`src/rtl/supercar_pkg.sv`:
```
// Shared constants and types for the Supercar trail display stage.
// Scan width, brightness depth and the two-state sweep tracker live here.
package supercar_pkg;

    localparam int SCAN_N  = 19;
    localparam int LEVEL_W = 3;
    localparam int IDX_W   = $clog2(SCAN_N);

    typedef logic [LEVEL_W-1:0] level_t;
    typedef logic [IDX_W-1:0]   idx_t;

    typedef enum logic {
        ST_IDLE,
        ST_RUN
    } state_t;

endpackage

```
`src/rtl/msb_index.sv`:
```
// Combinational priority encoder: index of the highest set bit of pos.
// A multi-hot word resolves to its MSB; valid flags a nonzero word.
module msb_index #(
    parameter int N  = 19,
    parameter int IW = $clog2(N)
) (
    input  logic [N-1:0]  pos,
    output logic [IW-1:0] idx,
    output logic          valid
);

    // Ascending scan so the last hit, the highest bit, wins.
    always_comb begin
        idx   = '0;
        valid = |pos;
        for (int i = 0; i < N; i++) begin
            if (pos[i]) begin
                idx = IW'(i);
            end
        end
    end

endmodule

```
`src/rtl/supercar_trail.sv`:
```
// Display stage behind the Supercar scan register: bounces the one-way scan
// into a back-and-forth sweep and drives a PWM-faded trail on the LEDs.
module supercar_trail #(
    parameter int N       = supercar_pkg::SCAN_N,
    parameter int LEVEL_W = supercar_pkg::LEVEL_W
) (
    input  logic         CLK,
    input  logic         reset,
    input  logic         step,
    input  logic [N-1:0] pos,
    input  logic         mirror_en,
    output logic [N-1:0] led,
    output logic         dir,
    output logic         wrap,
    output logic         bad_pos
);

    import supercar_pkg::*;

    localparam int                 IW   = $clog2(N);
    localparam logic [IW-1:0]      LAST = IW'(N - 1);
    localparam logic [LEVEL_W-1:0] MAXL = '1;

    logic [IW-1:0]      idx;
    logic               pos_valid;
    logic [IW-1:0]      prev_idx;
    logic [IW-1:0]      prev_next;
    logic [IW-1:0]      disp;
    state_t             state;
    state_t             state_next;
    logic               dir_next;
    logic               wrap_next;
    logic               bad_next;
    logic [LEVEL_W-1:0] level [N];
    logic [LEVEL_W-1:0] pwm_cnt;

    msb_index #(
        .N  (N),
        .IW (IW)
    ) u_msb_index (
        .pos   (pos),
        .idx   (idx),
        .valid (pos_valid)
    );

    always_ff @(posedge CLK) begin
        if (reset) begin
            state    <= ST_IDLE;
            prev_idx <= '0;
            dir      <= 1'b0;
            wrap     <= 1'b0;
            bad_pos  <= 1'b0;
        end else begin
            state    <= state_next;
            prev_idx <= prev_next;
            dir      <= dir_next;
            wrap     <= wrap_next;
            bad_pos  <= bad_next;
        end
    end

    // The scan register only shifts one way, so an index that jumps upward
    // means it reloaded; that is where the displayed sweep turns around.
    always_comb begin
        state_next = state;
        prev_next  = prev_idx;
        dir_next   = dir;
        wrap_next  = 1'b0;
        bad_next   = 1'b0;
        if (step) begin
            if (!pos_valid) begin
                bad_next = 1'b1;
            end else begin
                state_next = ST_RUN;
                prev_next  = idx;
                if (state == ST_RUN && idx > prev_idx) begin
                    wrap_next = 1'b1;
                    dir_next  = ~dir;
                end
            end
        end
        disp = (mirror_en && dir_next) ? LAST - idx : idx;
    end

    always_ff @(posedge CLK) begin
        if (reset) begin
            for (int i = 0; i < N; i++) begin
                level[i] <= '0;
            end
        end else if (step) begin
            for (int i = 0; i < N; i++) begin
                if (pos_valid && disp == IW'(i)) begin
                    level[i] <= MAXL;
                end else if (level[i] != '0) begin
                    level[i] <= level[i] - 1'b1;
                end
            end
        end
    end

    // Counter spans MAXL values so full brightness stays solidly on.
    always_ff @(posedge CLK) begin
        if (reset) begin
            pwm_cnt <= '0;
            led     <= '0;
        end else begin
            pwm_cnt <= (pwm_cnt == MAXL - 1'b1) ? '0 : pwm_cnt + 1'b1;
            for (int i = 0; i < N; i++) begin
                led[i] <= (level[i] > pwm_cnt);
            end
        end
    end

endmodule

```
`config.mk`:
```
export PLATFORM = sky130hd
export DESIGN_NAME = supercar_trail
export DESIGN_NICKNAME = d
export VERILOG_FILES = /design/src/rtl/supercar_pkg.sv /design/src/rtl/msb_index.sv /design/src/rtl/supercar_trail.sv
export SDC_FILE = /design/constraint.sdc
export NUM_CORES = 1
export LEC_CHECK = 0
export BUFFER_PORTS_ARGS = -buffer_cell sky130_fd_sc_hd__clkbuf_2
export CAP_MARGIN = 20
export CORE_MARGIN = 5
export CORE_UTILIZATION = 50
export CTS_CLUSTER_SIZE = 10
export DETAILED_ROUTE_END_ITERATION = 10
export GPL_TIMING_DRIVEN = 0
export PLACE_DENSITY = 0.68
export SLEW_MARGIN = 20
export SYNTH_ARGS = -nofsm -noshare
export SYNTH_HDL_FRONTEND = slang
export SYNTH_SLANG_ARGS = --single-unit
export TNS_END_PERCENT = 50
```
`constraint.sdc`:
```
create_clock -name CLK -period 6.87 [get_ports CLK]
set_clock_uncertainty 0.15 [all_clocks]
set_input_delay 1.0305 -clock CLK [delete_from_list [all_inputs] [get_ports CLK]]
set_output_delay 1.0305 -clock CLK [all_outputs]
set_load 0.01 [all_outputs]
```
# Yosys cells after proc, flatten, opt, wreduce, memory -nomap -nowiden
# Memory sizes are Yosys's and may differ from the RTL's.
# Cells that the tools add are included.
[word_totals] ff_bits=31 input_bits=23 elab_cells=390 ramBits=57 out_inout_bits=22 n_memories=1
[op_classes] reduce_logical=46 n_eq_ne=19 n_mux=235 n_bitwise=41 add_sub_neg=21 order_cmp=20
[memory_table] name="level" depth=19 word_bits=3 read_ports=19 rd_clocked_by_memory_dff=0 wr=19 line_no="supercar_trail.sv:34" rtl="logic [LEVEL_W-1:0] level [N];"
[op_table] op="2-to-1 mux 1 bit" n=179
[op_table] op="2-to-1 mux 3 bit" n=42
[op_table] op="> comparator 3 bit" n=19
[op_table] op="nonzero test 3 bit" n=19
[op_table] op="subtractor 3 x 1 -> 3 bit, second input constant" n=19
[op_table] op="equality test 5 x 4 -> 1 bit, second input constant" n=8
[op_table] op="bitwise OR 1 bit" n=38
[op_table] op="2-to-1 mux 4 bit" n=8
[op_table] op="logical AND 1 bit" n=21
[op_table] op="equality test 5 x 3 -> 1 bit, second input constant" n=4
[op_table] op="2-to-1 mux 5 bit" n=4
[op_table] op="OR reduction 19 bit" n=1
[op_table] op="equality test 5 bit, second input constant" n=3
[op_table] op="equality test 5 x 2 -> 1 bit, second input constant" n=2
[op_table] op="equality test 5 x 1 -> 1 bit, second input constant" n=1
[op_table] op="> comparator 5 bit" n=1
[op_table] op="zero test 5 bit" n=1
[op_table] op="subtractor 5 bit, first input constant" n=1
[op_table] op="2-to-1 mux 2 bit" n=2
[op_table] op="OR reduction 2 bit" n=2
[op_table] op="adder 3 x 1 -> 3 bit, second input constant" n=1
[op_table] op="equality test 3 bit, second input constant" n=1
[op_table] op="inverter 1 bit" n=3
[op_table] op="OR reduction 3 bit" n=1
[op_table] op="AND reduction 2 bit" n=1

# Logic depth before layout (Yosys ltp)
# Gate-level depths: netlist of the first run.
[logic_depth] word_depth=33 depth_mapped=17 mapped_depth_nobuf=15

# Modules after synthesis
# Synthesis of the first run repeated with hierarchy kept, for this count alone.
[hier_totals] cells_unflattened=674 hier_area_um2=6426.2
[by_module_without_submodules] module="supercar_trail" n_inst=1 area_each_um2=6239.7 seq_area_each_um2=2332.2 cells_each=639
[by_module_without_submodules] module="msb_index" n_inst=1 area_each_um2=186.4 seq_area_each_um2=0.0 cells_each=35

# Worst setup path before layout of the first run
# Ideal clock, no wire load.
[synth_timing] kind="input-to-reg" start="input port pos[10]" end="memory level[7][0] (enable)" setup_ns=0.328 n_path_buf=2 slack_ns=1.676 stages=16 arrival_ns=4.716 t_required_ns=6.392 path_cell_list="nor3b_1 -> or4_1 -> a21oi_1 -> o21bai_1 -> a21o_1 -> ha_1 -> nand3_1 -> o21ai_0 -> a211o_2 -> or3_1 -> buf_6 -> a21oi_4 -> mux2_4 -> buf_2 -> or4_4 -> a21oi_1"
[synth_lines] element="from (decl)" line_no="supercar_trail.sv:10" rtl="input logic [N-1:0] pos,"
[synth_lines] element="to (decl)" line_no="supercar_trail.sv:34"

==> reports/metrics.cfg, run 1 <==
[finish]
fin_cells=866
nets=815
design_area_mm2=0.00710
drive_gt1_share_pct=17.3
ff_latch_area_mm2=0.00233
area_growth_syn_to_layout_pct=11.9
n_antenna_cell=0
nFillCells=1121
multi_input_area_mm2=0.00366

[placement]
hpwl_um=10300
gp_congestion=0.890
dpl_cell_area_mm2=0.00678
placed_cells=850
io_buffers=44

[sta]
final-hold-violation-count=0
fin_crit_ns=5.61
maxSlewViolCount=0
tns_ns=0
tightest_slew_ns=1.04
whs_ns=0.327
period_share_pct=81.7
relSlewSlack_pct=30.7
fmax_mhz=178
rsz0062_at_grt=false
setup-violations-final=0

[critical_path]
path_max_fanout=10
worstPathArrival_ns=5.45
crit_required_ns=6.71
startpoint_type=input pin
criticalPathCategory=input pin to register
cp-end-kind=register

[synthesis]
synth.most_common_cell=ha_1
synthSimpleGateAreaFrac_pct=14.1
yosys-top-cells-area=edfxtp_1 (27%), ha_1 (20%), dfxtp_1 (9.8%)
yosysSeqAreaShare_pct=36.8
syn-num-nets=760
synth_top_area_share_pct=27.0
yosys_warnings=0
syn_area_per_cell_um2=10.0
ys_async_sr_fraction_pct=0
synth_fa_ha_area_share_pct=20.3
synth_cells=634
synth-seq-cells=88
synth_compound_area_share_pct=19.6
synthFlopType=edfxtp_1
muxShareOfSynthArea_pct=3.14
synth_edf_count=57
synth_top_family_by_area=adder cells
synth.distinct_cells=61
synthesis.area_mm2=0.00634
synth_common_cells=ha_1 (103), inv_1 (73), a21oi_1 (68)
yosysTopAreaCell=edfxtp_1
synth_xor_area_share_pct=0.552

[detailed_routing]
vias=4982
drt-vias-per-instance=5.75
drt_iter0_markers=236
route.detailed.drc=0
drtPass1Iterations=4
ant_nets=0
routed_wl_um=14200
routedWlPerCell_um=16.4

[worst_hold_path]
hp-class=register to register

[run_status]
outcome=finished, final reports clean

[clock_network]
clockBufferDepth=2
cts_hold_buf=0
cts.root.buffer_cell=clkbuf_16
clkTransAtPathRegs_ns=0.06
cts.sinks=88
htree_num_levels=3
post_cts_buffers=0
cts_made_buffers=9
worstSkewPairLatency_ns=0.35
postCtsResizedCells=0
cts_tree=yes

[pwr]
pwr_density_cell_mw_per_mm2=251
p_leak_nw=3.01
ir_drop_mv=0.131
power_w=0.00178

[floorplan]
rows=41
dieArea_mm2=0.0150
dieHeight_um=123
core_mm2=0.0125
die_w_um=123
io_pins=45
start_util_pct=50.7

[global_routing]
globalRoute.totalOverflow=0
grt_max_degree=23
grt_pass1_vias=5043
grt_usage_pct=19.7
grt_pass1_wl_um=23400
grt_antenna_before_repair=0

[flow_run]
cap_viol_max_count=0

-- worst paths after layout --
| path | from | end | slack (ns) | depth (start not counted) |
|---|---|---|---|---|
| setup / recovery | pos[11] | level[0][2] | 1.26 | 18 |
| hold / removal | prev_idx[0] | prev_idx[0] | 0.33 | 2 |
| setup reg to reg | prev_idx[2] | level[15][1] | 2.95 | 10 |
| hold reg to reg | prev_idx[0] | prev_idx[0] | 0.33 | 2 |
-- routing by layer --
| layer | GRT usage [%] | up-vias | wire length, µm |
|---|---|---|---|
| met1 | 24.0 | 2382 | 6230 |
| li1 | - | 2453 | - |
| met5 | 0 | - | 0 |
| met2 | 33.8 | 115 | 6990 |
| met3 | 4.15 | 32 | 590 |
| met4 | 8.26 | 0 | 358 |
-- worst max-delay path, stage by stage --
cell and delay (ns):
clkbuf_2 0.12, nor2_1 0.14, o311ai_0 0.12, and3_1 0.21, or3_1 0.31, a21oi_1 0.40
inv_1 0.14, ha_1 0.32, nand3_1 0.08, o21ai_0 0.07, a211o_2 0.32, or3_1 0.33
buf_6 0.15, a2111oi_2 0.53, nor2b_1 0.10, o21bai_2 0.33, buf_2 0.26, o31ai_1 0.49
-- cells by family after synthesis --
group	Yosys count
fa+ha+maj	103
xor+xnor	4
compound gates	175
simple gates	154
mux	19
flops	88
buf+inv	91
-- cells in the final DEF, fill, tap and decap left out, types with 3 or more instances in the layout --
cell / synthesis / routed
clkbuf_2: 0 / 44
a211oi_1: 3 / 3
a31oi_1: 9 / 9
or4_1: 3 / 3
buf_2: 3 / 3
nand4_1: 3 / 3
a21oi_2: 7 / 7
o21bai_1: 3 / 3
a21o_1: 21 / 21
o32ai_1: 9 / 9
o21ai_0: 4 / 4
mux2_2: 3 / 3
o22ai_1: 3 / 3
a311oi_1: 19 / 19
or2_2: 22 / 22
nor2_1: 40 / 40
nor2b_1: 14 / 14
o221ai_1: 4 / 4
a21oi_1: 68 / 68
nand3_1: 8 / 8
or4_4: 7 / 7
clkbuf_1: 11 / 12
nand2b_1: 14 / 14
nor4_1: 3 / 3
o31ai_1: 10 / 10
dfxtp_1: 31 / 30
edfxtp_1: 57 / 57
nand2_1: 22 / 22
mux2i_1: 15 / 15
ha_1: 103 / 103
xnor2_1: 4 / 4
clkbuf_16: 0 / 9
clkbuf_8: 0 / 4
inv_1: 73 / 73
-- state kept, by name (all words and copies together) (netlist names) --
name,flops
prev_idx,5
bad_pos,1
dir,1
state,1
led,19
level,57
wrap,1
pwm_cnt,3
-- report_power, final --
part	leakage, nW	internal [W]	switching (W)
clock	0.159	0.000321	0.000203
sequential	0.864	0.000664	0.0000475
combinational	1.99	0.000245	0.000303
-- final cells by class --
type,instances,area share (%)
clock inverters,2,0.493
flip-flops and latches,88,32.9
inverters,74,3.91
plain buffers,17,1.06
multi-input cells,455,51.5
clock buffers,14,4.00
well taps,172,3.03
repair buffers,44,3.10
-- per-stage QoR --
step           utilization, %  setup WS, ns
5_1_grt                  56.7         0.949
6_report                 56.7          1.26
4_1_cts                  56.7          1.26
3_5_place_dp             54.2         0.865
2_1_floorplan               -          1.68
3_3_place_gp             54.2         0.941
Power figures use the tool's default switching activity.
==> inputs of run 2 (changes only) <==
--- a/config.mk
+++ b/config.mk
@@ -12,7 +12,7 @@
 export CTS_CLUSTER_SIZE = 10
 export DETAILED_ROUTE_END_ITERATION = 10
 export GPL_TIMING_DRIVEN = 0
-export PLACE_DENSITY = 0.68
+export PLACE_DENSITY = 0.71
 export SLEW_MARGIN = 20
 export SYNTH_ARGS = -nofsm -noshare
 export SYNTH_HDL_FRONTEND = slang
==> constraint.sdc (replaced) <==
create_clock -name CLK -period 5.1 [get_ports CLK]
set_clock_uncertainty 0.15 [all_clocks]
set_input_delay 0.765 -clock CLK [delete_from_list [all_inputs] [get_ports CLK]]
set_output_delay 0.765 -clock CLK [all_outputs]
set_load 0.01 [all_outputs]
==> reports/metrics.cfg, run 2 (same netlist as run 1, synthesis figures left out) <==
[critical_path]
ff2ff_path_depth=12  ; +2
critPathSlowestCell=a21oi_1
crit_required_ns=4.96  ; -1.75 ns
path_cells=clkbuf_2, nor4_2, nand2b_1, a21oi_1, ha_1, nand3_1, o21ai_0, a211o_2, or3_1, buf_6, a21oi_4, mux2_4, buf_4, or2_2, o31ai_2
r2r_end=level[2][0]
criticalPathCategory=input pin to register
startpoint_type=input pin
critPathMaxStageDelay_ns=0.49  ; -0.04 ns
path_max_fanout=10  ; unchanged
ff2ff_setup_slack_ns=1.52  ; -1.43 ns
cp-end-kind=register
worstPathArrival_ns=4.74  ; -0.71 ns
reg2reg_from=prev_idx[4]

[clock_network]
clkTransAtPathRegs_ns=0.06  ; about the same
cts.sinks=88  ; unchanged
worstSkewPairLatency_ns=0.34  ; about the same
cts.root.buffer_cell=clkbuf_16
cts_tree=yes
cts_made_buffers=9  ; unchanged
cts_hold_buf=0  ; unchanged
htree_num_levels=3  ; unchanged
clockBufferDepth=2  ; unchanged

[finish]
largest_register=level
n_antenna_cell=0  ; unchanged
multi_input_area_mm2=0.00380  ; +3.9%
largest_reg_flops=57  ; unchanged
nFillCells=1078  ; -3.8%
reg_top3=level x57, led x19, prev_idx x5
ff_latch_area_mm2=0.00233  ; unchanged
area_growth_syn_to_layout_pct=14.4
design_area_mm2=0.00726  ; +2.3%
nets=817  ; +0.25%
final_common_cell=ha_1
final_cell_mix=ha_1 (103), inv_1 (73), a21oi_1 (66)
drive_gt1_share_pct=19.8  ; +2.5 points

[floorplan]
dieArea_mm2=0.0150  ; unchanged
dieHeight_um=123  ; unchanged
start_util_pct=50.7  ; unchanged
die_w_um=123  ; unchanged
core_mm2=0.0125  ; unchanged
io_pins=45  ; unchanged
rows=41  ; unchanged

[pwr]
power_w=0.00243  ; +36%
p_leak_nw=3.03  ; +0.71%
ir_drop_mv=0.158  ; +21%
pwr_density_cell_mw_per_mm2=334  ; +33%

[global_routing]
grt_pass1_vias=4932  ; -2.2%
grt_pass1_wl_um=23100  ; -1.6%
grt_max_degree=23  ; unchanged
globalRoute.totalOverflow=0  ; unchanged
grt_antenna_before_repair=0  ; unchanged
grt_usage_pct=19.4  ; -0.27 points

[detailed_routing]
ant_nets=0  ; unchanged
drt-vias-per-instance=5.73  ; -0.37%
drtPass1Iterations=4  ; unchanged
route.detailed.drc=0  ; unchanged
drt_iter0_markers=283  ; +20%
routedWlPerCell_um=16.4  ; about the same
vias=4975  ; -0.14%
routed_wl_um=14200  ; +0.27%

[placement]
io_buffers=44  ; unchanged
hpwl_um=10200  ; -0.60%
gp_congestion=0.890  ; about the same
dpl_cell_area_mm2=0.00678  ; about the same

[worst_hold_path]
worstHoldPathCells=2  ; unchanged
holdCritStartpoint=prev_idx[4]
holdPathEnd=prev_idx[4]
hp-class=register to register

[sta]
relSlewSlack_pct=33.4  ; +2.8 points
fmax_mhz=205
maxSlewViolCount=0  ; unchanged
setup-violations-final=0  ; unchanged
tightest_slew_ns=0.997  ; -0.0415 ns
rsz0062_at_grt=true
final-hold-violation-count=0  ; unchanged
period_share_pct=95.7
fin_crit_ns=4.88

[run_status]
outcome=finished, final reports clean

[flow_run]
cap_viol_max_count=0  ; unchanged

[run 2: changes by cell type in the layout (fill, tap and decap cells not counted), moves of 3 or more]
cell      change
a31oi_1       -4
o31ai_1       -4
buf_4         +3
clkbuf_8      -3
o31ai_2       +3
[run 2: report_power, final]
part	internal, W	total [W]	leakage [nW]	switching [W]
combinational	0.000341	0.000761	2.02	0.000420
sequential	0.000895	0.000959	0.864	0.0000647
clock	0.000422	0.000706	0.150	0.000284
total	0.00166	0.00243	3.03	0.000768
[run 2: metal layers]
metal,wire length [µm],vias to the layer above,global-route usage [%]
met5,0,-,0
li1,-,2452,-
met3,630,23,2.67
met1,6270,2379,23.9
met4,345,0,8.75
met2,6960,121,33.8
[run 2: through the flow]
step | worst slack (ns) | hold slack [ns] | TNS [ns] | std cells | util (%)
global route | -0.0894 | 0.352 | -0.727 | 868 | 58.0
global placement | -0.537 | 0.296 | -29.92 | 850 | 54.2
CTS | -0.0480 | 0.325 | -0.280 | 866 | 56.9
floorplan | 0.172 | 0.280 | 0 | 634 | -
finish | 0.221 | 0.327 | 0 | 868 | 58.0
detailed placement | -0.616 | 0.310 | -37.64 | 850 | 54.2
[run 2: cell type report]
type	instances	share of cell area (%)
well taps	172	2.96
flip-flops and latches	88	32.1
plain buffers	17	1.10
clock inverters	4	0.689
clock buffers	12	3.69
inverters	74	3.83
repair buffers	46	3.24
multi-input cells	455	52.4
[run 2: worst max-delay path by stage]
stage          cells after the start     from      endpoint  slack, ns
6_report                          15  pos[11]   level[2][0]       0.22
5_1_grt                           13  pos[16]   level[5][0]      -0.09
3_3_place_gp                      16  pos[11]   level[5][0]      -0.54
2_1_floorplan                     16  pos[10]   level[7][0]       0.17
4_1_cts                           18  pos[11]   level[2][1]      -0.05
3_5_place_dp                      16  pos[11]  level[15][2]      -0.62
[run 2: worst max-delay path: cells and delay by family]
family          cells  cell delay [ns]
fa+ha+maj           1             0.36
compound gates      5             1.42
mux                 1             0.36
buf+inv             3             0.47
simple gates        5             1.36
[run 2: timing repair]
action	CTS	global route
endpoints found under the setup margin	48	58
setup buffers	0	2
pin swaps	0	5
gates resized for setup	5	21
==> inputs of run 3 (changes only) <==
--- a/config.mk
+++ b/config.mk
@@ -8,11 +8,11 @@
 export BUFFER_PORTS_ARGS = -buffer_cell sky130_fd_sc_hd__clkbuf_2
 export CAP_MARGIN = 20
 export CORE_MARGIN = 5
-export CORE_UTILIZATION = 50
+export CORE_UTILIZATION = 45
 export CTS_CLUSTER_SIZE = 10
 export DETAILED_ROUTE_END_ITERATION = 10
 export GPL_TIMING_DRIVEN = 0
-export PLACE_DENSITY = 0.71
+export SKIP_LAST_GASP = 1
 export SLEW_MARGIN = 20
 export SYNTH_ARGS = -nofsm -noshare
 export SYNTH_HDL_FRONTEND = slang
==> reports/metrics.cfg, run 3 (same netlist as run 1, synthesis figures left out) <==
[run_status]
outcome=finished, final reports clean

[sta]
whs_ns=0.318  ; -0.00881 ns
setup-violations-final=0  ; unchanged
fmax_mhz=203  ; -0.97%
rsz0062_at_grt=true
tightest_slew_ns=1.03  ; +0.0373 ns
setup_ws_ns=0.173  ; -0.0476 ns
fin_crit_ns=4.93  ; +0.0476 ns
final-hold-violation-count=0  ; unchanged
maxSlewViolCount=0  ; unchanged
period_share_pct=96.6  ; +0.93 points
relSlewSlack_pct=31.0  ; -2.5 points

[clock_network]
htree_num_levels=3  ; unchanged
cts_hold_buf=0  ; unchanged
cts.sinks=88  ; unchanged
cts_tree=yes
clkTransAtPathRegs_ns=0.06  ; about the same
cts_made_buffers=9  ; unchanged
cts.root.buffer_cell=clkbuf_16
clockBufferDepth=2  ; unchanged
worstSkewPairLatency_ns=0.35  ; about the same

[detailed_routing]
ant_nets=0  ; unchanged
wl_met3_um=533  ; -15%
routedWlPerCell_um=16.4  ; about the same
drt_iter0_markers=208  ; -27%
routed_wl_um=14400  ; +1.3%
dr_wl_met2_um=6870  ; -1.3%
drtPass1Iterations=4  ; unchanged
m1WireLength_um=6530  ; +4.0%
drt-vias-per-instance=5.60  ; -2.2%
route.detailed.drc=0  ; unchanged
vias=4925  ; -1.0%
top_layer=met4

[pwr]
ir_drop_mv=0.148  ; -6.4%
p_leak_nw=3.03  ; about the same
pwr_density_cell_mw_per_mm2=328  ; -1.8%
power_w=0.00237  ; -2.4%

[finish]
n_antenna_cell=0  ; unchanged
largest_register=level
nFillCells=1264  ; +17%
final_common_cell=ha_1
drive_gt1_share_pct=19.6  ; -0.23 points
fin_cells=879  ; +1.3%
final_cell_mix=ha_1 (103), inv_1 (73), a21oi_1 (64)
design_area_mm2=0.00722  ; -0.62%
largest_reg_flops=57  ; unchanged
nets=820  ; +0.37%
area_growth_syn_to_layout_pct=13.7
reg_top3=level x57, led x19, prev_idx x5

[floorplan]
start_util_pct=45.7  ; -5.0 points
io_pins=45  ; unchanged
rows=43  ; +4.9%
dieArea_mm2=0.0166  ; +10%
dieHeight_um=129  ; +5.0%
core_mm2=0.0139  ; +11%
die_w_um=129  ; +5.0%

[critical_path]
cp-startpoint=pos[11]
crit_required_ns=4.99  ; +0.03 ns
path_max_fanout=10  ; unchanged
cp-end-kind=register
r2r_end=level[7][1]
reg2reg_from=prev_idx[4]
ff2ff_setup_slack_ns=1.46  ; -0.06 ns
startpoint_type=input pin
ff2ff_path_depth=12  ; unchanged
criticalPathCategory=input pin to register
crit_end=level[7][1]
worstPathArrival_ns=4.82  ; +0.08 ns

[global_routing]
grt_antenna_before_repair=0  ; unchanged
globalRoute.totalOverflow=0  ; unchanged
grt_usage_pct=17.9  ; -1.6 points
grt_max_degree=23  ; unchanged
grt_pass1_vias=5017  ; +1.7%
grt_pass1_wl_um=23700  ; +2.6%

[placement]
dpl_cell_area_mm2=0.00679  ; +0.15%
hpwl_um=10400  ; +1.4%
gp_congestion=0.831  ; -6.6%
place_ws_ns=-0.659  ; -0.0432 ns
io_buffers=44  ; unchanged
placed_cells=858  ; +0.94%

[flow_run]
cap_viol_max_count=0  ; unchanged

[worst_hold_path]
hp-class=register to register

[run 3: worst min path at each step]
stage | startpoint | endpoint | slack (ns) | cells past startpoint
global placement | state | state | 0.30 | 2
finish | prev_idx[0] | prev_idx[0] | 0.32 | 2
global route | state | state | 0.34 | 2
floorplan | state | state | 0.28 | 2
CTS | prev_idx[0] | prev_idx[0] | 0.32 | 2
detailed placement | prev_idx[0] | prev_idx[0] | 0.31 | 2
[run 3: critical path, cell delays in order]
cell      delay (ns)
clkbuf_2        0.12
nor2_2          0.12
o311ai_0        0.15
and3_1          0.23
or3_1           0.35
a21oi_4         0.19
inv_1           0.10
ha_1            0.30
nand3_1         0.08
o21ai_0         0.08
a211o_2         0.32
or3_1           0.33
buf_6           0.16
a21oi_4         0.21
mux2_4          0.36
buf_2           0.20
or4_4           0.54
a21oi_4         0.20
[run 3: where the power goes]
group	total (W)	switching (W)	internal, W
sequential	0.000957	0.0000627	0.000895
clock	0.000662	0.000274	0.000388
combinational	0.000748	0.000411	0.000337
total	0.00237	0.000748	0.00162
[run 3: cell type report]
class	instances	area, µm²	share of cell area (%)
Buffer	17	75.1	1.04
Clock buffer	11	243	3.36
Clock inverter	5	46.3	0.642
Inverter	74	278	3.85
Multi-Input combinational cell	455	3760	52.1
Sequential cell	88	2330	32.3
Tap cell	180	225	3.12
Timing Repair Buffer	49	258	3.57
[run 3: through the flow]
stage          TNS (ns)  utilization, %
6_report              0            52.0
3_3_place_gp     -37.70            48.9
3_5_place_dp     -44.36            48.9
4_1_cts               0            51.3
2_1_floorplan         0               -
5_1_grt          -0.343            52.0
[run 3: what timing repair did]
| action | 4_1_cts | 5_1_grt |
|---|---|---|
| resized for setup | 9 | 9 |
| endpoints found under the setup margin | 51 | 52 |
| pin swaps | 0 | 5 |
| buffers inserted | 0 | 5 |
| hold endpoints to repair | 0 | 0 |
[run 3: metal layers]
layer  GRT usage, %  vias to the layer above
met4           8.15                        0
met3           3.20                       30
li1               -                     2460
met5              0                        -
met2           30.5                       99
met1           21.9                     2336
